File: src/rtl/charlie_scanner.sv
// charlie_scanner: charlieplexed LED-matrix scan engine with a double-buffered frame store.
// Latency: pin_oe/pin_out are registered, one cycle behind the row/div/active state; frame_done flags the wrap cycle.
// Backpressure: frame_ready stays low while a shadow frame waits; frame_valid is ignored until the next frame wrap.
//
// Optional feature: define CHARLIE_DEADTIME_EN to blank every pin for the first DEAD_CYCLES cycles of each row slot.
//
// Ports:
//   CLK          system clock, all state on the rising edge
//   RST          asynchronous active-low reset
//   frame_data   new pattern, bit r*(NPINS-1)+c = LED at row r, column slot c
//   frame_valid  frame_data offered
//   frame_ready  shadow buffer empty (registered)
//   frame_done   one-cycle pulse on the frame wrap cycle (row NPINS-1 -> 0)
//   pin_oe       per-pin drive enable (0 = Hi-Z)
//   pin_out      per-pin level, meaningful where pin_oe = 1
module charlie_scanner #(
  parameter int NPINS       = 8,
  parameter int SCAN_DIV    = 1000,
  parameter int DEAD_CYCLES = 4
) (
  input  logic                           CLK,
  input  logic                           RST,
  input  logic [NPINS*(NPINS-1)-1:0]     frame_data,
  input  logic                           frame_valid,
  output logic                           frame_ready,
  output logic                           frame_done,
  output logic [NPINS-1:0]               pin_oe,
  output logic [NPINS-1:0]               pin_out
);

  localparam int W  = NPINS * (NPINS - 1);
  localparam int RW = (NPINS > 2) ? $clog2(NPINS) : 1;
  localparam int DW = $clog2(SCAN_DIV);

  localparam logic [RW-1:0] ROW_LAST = RW'(NPINS - 1);
  localparam logic [DW-1:0] DIV_LAST = DW'(SCAN_DIV - 1);

  // Elaboration-time guard on the parameter ranges the scan logic relies on.
  if (NPINS < 2 || SCAN_DIV < 2 || DEAD_CYCLES >= SCAN_DIV) begin : g_bad_params
    $error("charlie_scanner: illegal NPINS/SCAN_DIV/DEAD_CYCLES combination");
  end

  // ---------------------------------------------------------------------------
  // State
  // ---------------------------------------------------------------------------
  logic [DW-1:0]    div_q, div_d;
  logic [RW-1:0]    row_q, row_d;
  logic [W-1:0]     active_q, active_d;
  logic [W-1:0]     shadow_q, shadow_d;
  logic             shadow_full_q, shadow_full_d;
  logic             frame_ready_q;
  logic             frame_done_q, frame_done_d;
  logic [NPINS-1:0] pin_oe_q, pin_oe_d;
  logic [NPINS-1:0] pin_out_q, pin_out_d;

  logic div_wrap;
  logic frame_wrap;
  logic load;

  // ---------------------------------------------------------------------------
  // Scan timing and frame store
  // ---------------------------------------------------------------------------
  always_comb begin
    div_wrap      = (div_q == DIV_LAST);
    frame_wrap    = div_wrap && (row_q == ROW_LAST);
    load          = frame_valid && frame_ready_q;

    div_d         = div_wrap ? '0 : div_q + 1'b1;
    row_d         = row_q;
    active_d      = active_q;
    shadow_d      = shadow_q;
    shadow_full_d = shadow_full_q;

    if (div_wrap) begin
      row_d = (row_q == ROW_LAST) ? '0 : row_q + 1'b1;
    end

    // Swap only at the frame boundary so a pattern is never torn mid-frame.
    if (frame_wrap && shadow_full_q) begin
      active_d      = shadow_q;
      shadow_full_d = 1'b0;
    end

    // frame_ready_q mirrors !shadow_full_q, so a load can never coincide with a
    // swap; a load on a wrap edge with an empty shadow lands in the shadow and
    // waits for the following frame.
    if (load) begin
      shadow_d      = frame_data;
      shadow_full_d = 1'b1;
    end

    // Registered from the next state so the pulse lines up with the wrap cycle.
    frame_done_d = (div_d == DIV_LAST) && (row_d == ROW_LAST);
  end

  // ---------------------------------------------------------------------------
  // Pin pattern for the current row
  // ---------------------------------------------------------------------------
  // Row r drives its own pin high; column slot c maps to pin c below the row
  // pin and to pin c+1 above it, skipping the row pin. Unlit LEDs leave their
  // column pin Hi-Z (pin_out stays 0 for all column pins).
  always_comb begin
    pin_oe_d  = '0;
    pin_out_d = '0;
    for (int r = 0; r < NPINS; r++) begin
      if (row_q == RW'(r)) begin
        pin_oe_d[r]  = 1'b1;
        pin_out_d[r] = 1'b1;
        for (int c = 0; c < NPINS - 1; c++) begin
          if (c < r) begin
            pin_oe_d[c] = active_q[r*(NPINS-1)+c];
          end else begin
            pin_oe_d[c+1] = active_q[r*(NPINS-1)+c];
          end
        end
      end
    end
`ifdef CHARLIE_DEADTIME_EN
    // Blank all pins at the head of each slot to kill ghosting on row changes.
    if (div_q < DW'(DEAD_CYCLES)) begin
      pin_oe_d  = '0;
      pin_out_d = '0;
    end
`else
    // Row pattern is driven for the whole slot; DEAD_CYCLES has no effect.
`endif
  end

  // ---------------------------------------------------------------------------
  // Registers
  // ---------------------------------------------------------------------------
  always_ff @(posedge CLK or negedge RST) begin
    if (!RST) begin
      div_q         <= '0;
      row_q         <= '0;
      active_q      <= '0;
      shadow_q      <= '0;
      shadow_full_q <= 1'b0;
      frame_ready_q <= 1'b1;
      frame_done_q  <= 1'b0;
      pin_oe_q      <= '0;
      pin_out_q     <= '0;
    end else begin
      div_q         <= div_d;
      row_q         <= row_d;
      active_q      <= active_d;
      shadow_q      <= shadow_d;
      shadow_full_q <= shadow_full_d;
      frame_ready_q <= !shadow_full_d;
      frame_done_q  <= frame_done_d;
      pin_oe_q      <= pin_oe_d;
      pin_out_q     <= pin_out_d;
    end
  end

  assign frame_ready = frame_ready_q;
  assign frame_done  = frame_done_q;
  assign pin_oe      = pin_oe_q;
  assign pin_out     = pin_out_q;

endmodule

File: config.mk
export PLATFORM = sky130hd
export DESIGN_NAME = charlie_scanner
export DESIGN_NICKNAME = d
export VERILOG_FILES = /design/src/rtl/charlie_scanner.sv
export SDC_FILE = /design/constraint.sdc
export NUM_CORES = 1
export LEC_CHECK = 0
export ABC_AREA = 1
export CORE_ASPECT_RATIO = 1.4
export CORE_UTILIZATION = 50
export CTS_CLUSTER_SIZE = 30
export DETAILED_ROUTE_END_ITERATION = 12
export GPL_ROUTABILITY_DRIVEN = 0
export PLACE_DENSITY = 0.73
export SYNTH_ARGS = -nofsm -noshare
export SYNTH_HDL_FRONTEND = slang
export SYNTH_SLANG_ARGS = --single-unit
export TNS_END_PERCENT = 100
File: constraint.sdc
create_clock -name CLK -period 2.6 [get_ports CLK]
set_clock_uncertainty 0.15 [all_clocks]
set_input_delay 0.39 -clock CLK [delete_from_list [all_inputs] [get_ports CLK]]
set_output_delay 0.39 -clock CLK [all_outputs]
set_load 0.05 [all_outputs]
==> results.json <==
{
  "sequentialPowerShare_pct": 44.6,
  "timing.rr.end": "pin_oe[4]",
  "cts_resized": 0,
  "cts_tree": "yes",
  "fin_tns_setup_ns": 0,
  "hold_class": "flip-flop to flip-flop",
  "nNetsFinal": 782,
  "yosysMostFrequentCell": "dfrtp_1",
  "worst_slew_pin_slew_ns": 0.632,
  "ys_ff_latch": 144,
  "die_x_um": 94.7,
  "via_count": 4577,
  "post_drt_wl_per_cell_um": 14.8,
  "worstHoldStart": "active_q[51]",
  "rows": 47,
  "violations": "design-rule violations",
  "cp_slowest_cell": "dfrtp_1",
  "io_pins": 77,
  "synth_cell_types": 29,
  "grt_pass1_wl_um": 22100,
  "slowest_delay_ns": 0.40,
  "syn2layout_area_growth_pct": 26.1,
  "yosys_warnings": 0,
  "postCtsSetupRepairBufs": 0,
  "detail_route.first_pass.iterations": 9,
  "ys_async_sr_fraction_pct": 100,
  "maxCapViolCount": 0,
  "num_antenna_cells": 0,
  "die_area_um2": 12500,
  "synth_fp_nets": 706,
  "clk_latency_ns": 0.42,
  "antenna_found_initial": 0,
  "switchingPower_mw": 0.946,
  "fin_crit_sh_pct": 89.5,
  "core_area_um2": 11800,
  "rsz0062_at_grt": "no",
  "avgSynthCellArea_um2": 9.41,
  "power_density_nw_per_um2": 663,
  "setup_viol": 0,
  "drive_gt1_share_pct": 9.63,
  "slew_violations": 0,
  "ys_seq_area_share_pct": 60.0,
  "crit_buf_inv": 3,
  "status": "finished, violations left",
  "comb_power_share_pct": 2.7,
  "cp-end-kind": "flip-flop",
  "path_clk_slew_ns": 0.06,
  "drt_iter0_drc": 284,
  "start_util_pct": 51.1,
  "overflow": 0,
  "r2r_slack_ns": 0.27,
  "final_cells": 874,
  "r2r-start": "row_q[0]",
  "critical_path_class": "flip-flop to flip-flop",
  "drt.antenna.violating_nets": 0,
  "cp_data_required_time_ns": 2.73,
  "place_inst": 842,
  "ys_top_cells_by_count": "dfrtp_1, nand2_1, nor2_1",
  "numCtsBuffers": 17,
  "hpwl_um": 8910,
  "root_buffer": "clkbuf_16",
  "maxSlewHeadroom_pct": 57.9,
  "drt-total-wl_um": 12900,
  "grt_usage_pct": 23.1,
  "p_int_mw": 4.08,
  "grt_max_degree": 85,
  "reg2reg_depth": 11,
  "first_global_vias": 4702,
  "yosysTopAreaCell": "dfrtp_1",
  "cp_top_family": "simple AND/OR/NAND/NOR gates",
  "synth_top_area_share_pct": 59.5,
  "dieHeight_um": 132,
  "hold_violations": 0,
  "clockPowerShare_pct": 52.7,
  "leakage_nw": 3.92,
  "synth_top_flop_cell": "dfrtp_1",
  "netlist_area_um2": 6010,
  "cts.htree.levels": 4,
  "netlist_instances": 639,
  "whs_path_depth": 2,
  "hold_end": "active_q[51]",
  "synthTopCellsByArea": "dfrtp_1, nand2_1, nor2_1",
  "viasPerCell": 5.24,
  "io_buffer_count": 76,
  "fmaxAchievable_ghz": 0.430,
  "drc": 1,
  "arrival_ns": 2.46,
  "synth_edf_count": 0,
  "peakVddDrop_mv": 0.374,
  "path_max_fanout": 6,
  "sw_frac_of_total_pct": 18.8,
  "cts.sinks": 144,
  "crit_path_start_kind": "flip-flop",
  "cts.path.max_buffers": 2,
  "path_cells": "inv_1, ha_1, inv_1, nor2_1, inv_1, o21ai_0, nor2_1, o22ai_1, nand2_1, nand2_1, nand2_1",
  "period_needed_ns": 2.33
}
layout make-up:
class / count / area, µm²
Timing Repair Buffer: 81 / 852
Clock buffer: 23 / 508
Tap cell: 147 / 184
Inverter: 78 / 293
Multi-Input combinational cell: 393 / 1990
Clock inverter: 8 / 149
Fill cell: 935 / 4180
Sequential cell: 144 / 3600
worst max path at each step:
stage / from / endpoint / slack (ns) / depth (start not counted)
floorplan: div_q[0] / active_q[10] / 0.82 / 8
global placement: row_q[0] / pin_oe[4] / 0.46 / 11
detailed placement: row_q[0] / pin_oe[4] / 0.39 / 11
CTS: frame_ready / frame_ready / 0.27 / 1
global route: row_q[0] / pin_oe[4] / 0.13 / 11
finish: row_q[0] / pin_oe[4] / 0.27 / 11
layout by cell type (no fill, tap or decap), types with 3 or more instances in the layout:
cell	n
nor2_1	87
buf_12	4
mux2_2	22
o21ai_1	11
nor3_1	3
a31oi_1	3
a21oi_1	57
inv_1	76
clkbuf_16	17
dfrtp_1	143
nand3_1	24
bufinv_16	4
nand2_1	113
clkdlybuf4s50_1	75
ha_1	8
o211ai_1	4
o21ai_0	46
clkbuf_8	6
nand4_1	4
repair_timing:
action | CTS | global route
setup endpoints to repair | 0 | 0
hold endpoints to repair | 66 | 0
hold buffers | 1 | 0
per-layer routing:
layer,part of all wire (%),vias to the layer above,global-route usage (%),wire length (µm)
met4,3.4,0,11.5,434
met3,4.8,37,4.67,624
met2,53,152,38.9,6860
li1,-,2193,-,-
met5,0,-,0,0
met1,39,2195,27.5,5000
through the flow:
| stage | total power, mW | hold WS (ns) | instance area, µm² | setup WS, ns | util [%] |
|---|---|---|---|---|---|
| after global placement | 2.42 | 0.280 | 6920 | 0.461 | 58.8 |
| after global routing | 5.17 | 0.372 | 7580 | 0.130 | 64.5 |
| after floorplan | 2.28 | -0.0556 | 6010 | 0.822 | - |
| final | 5.03 | 0.341 | 7580 | 0.272 | 64.5 |
| after detailed placement | 2.42 | 0.290 | 6920 | 0.392 | 58.8 |
| after CTS | 5.05 | 0.342 | 7580 | 0.268 | 64.5 |
tightest hold or removal path, stage by stage, from the launching register on:
cell	delay [ns]
dfrtp_1	0.35
nand2_1	0.05
o21ai_0	0.06
flip-flops by register name (all words and copies together), names as in the netlist:
signal,cells
active_q,56
shadow_q,56
row_q,3
shadow_full_q,1
pin_out,8
frame_done,1
div_q,10
pin_oe,8
frame_ready,1
power by group through the flow:
| stage | sequential (mW) | clock [mW] | combinational, mW |
|---|---|---|---|
| 2_1_floorplan | 2.28 | 0 | 0.000581 |
| 3_3_place_gp | 2.28 | 0 | 0.137 |
| 3_5_place_dp | 2.28 | 0 | 0.140 |
| 4_1_cts | 2.24 | 2.67 | 0.141 |
| 5_1_grt | 2.24 | 2.77 | 0.152 |
| 6_report | 2.24 | 2.65 | 0.137 |
logic make-up after synthesis:
group	after synthesis	share of synthesized area, %
DFF	144	60.0
xor gates and xnor gates	1	0.146
and+or+nand+nor	238	16.2
AOI/OAI and AO/OA	122	10.4
muxes	24	4.62
buffers and inverters	102	7.01
adders and majority gates	8	1.67
Note: power is estimated with default switching activity, not from simulation.
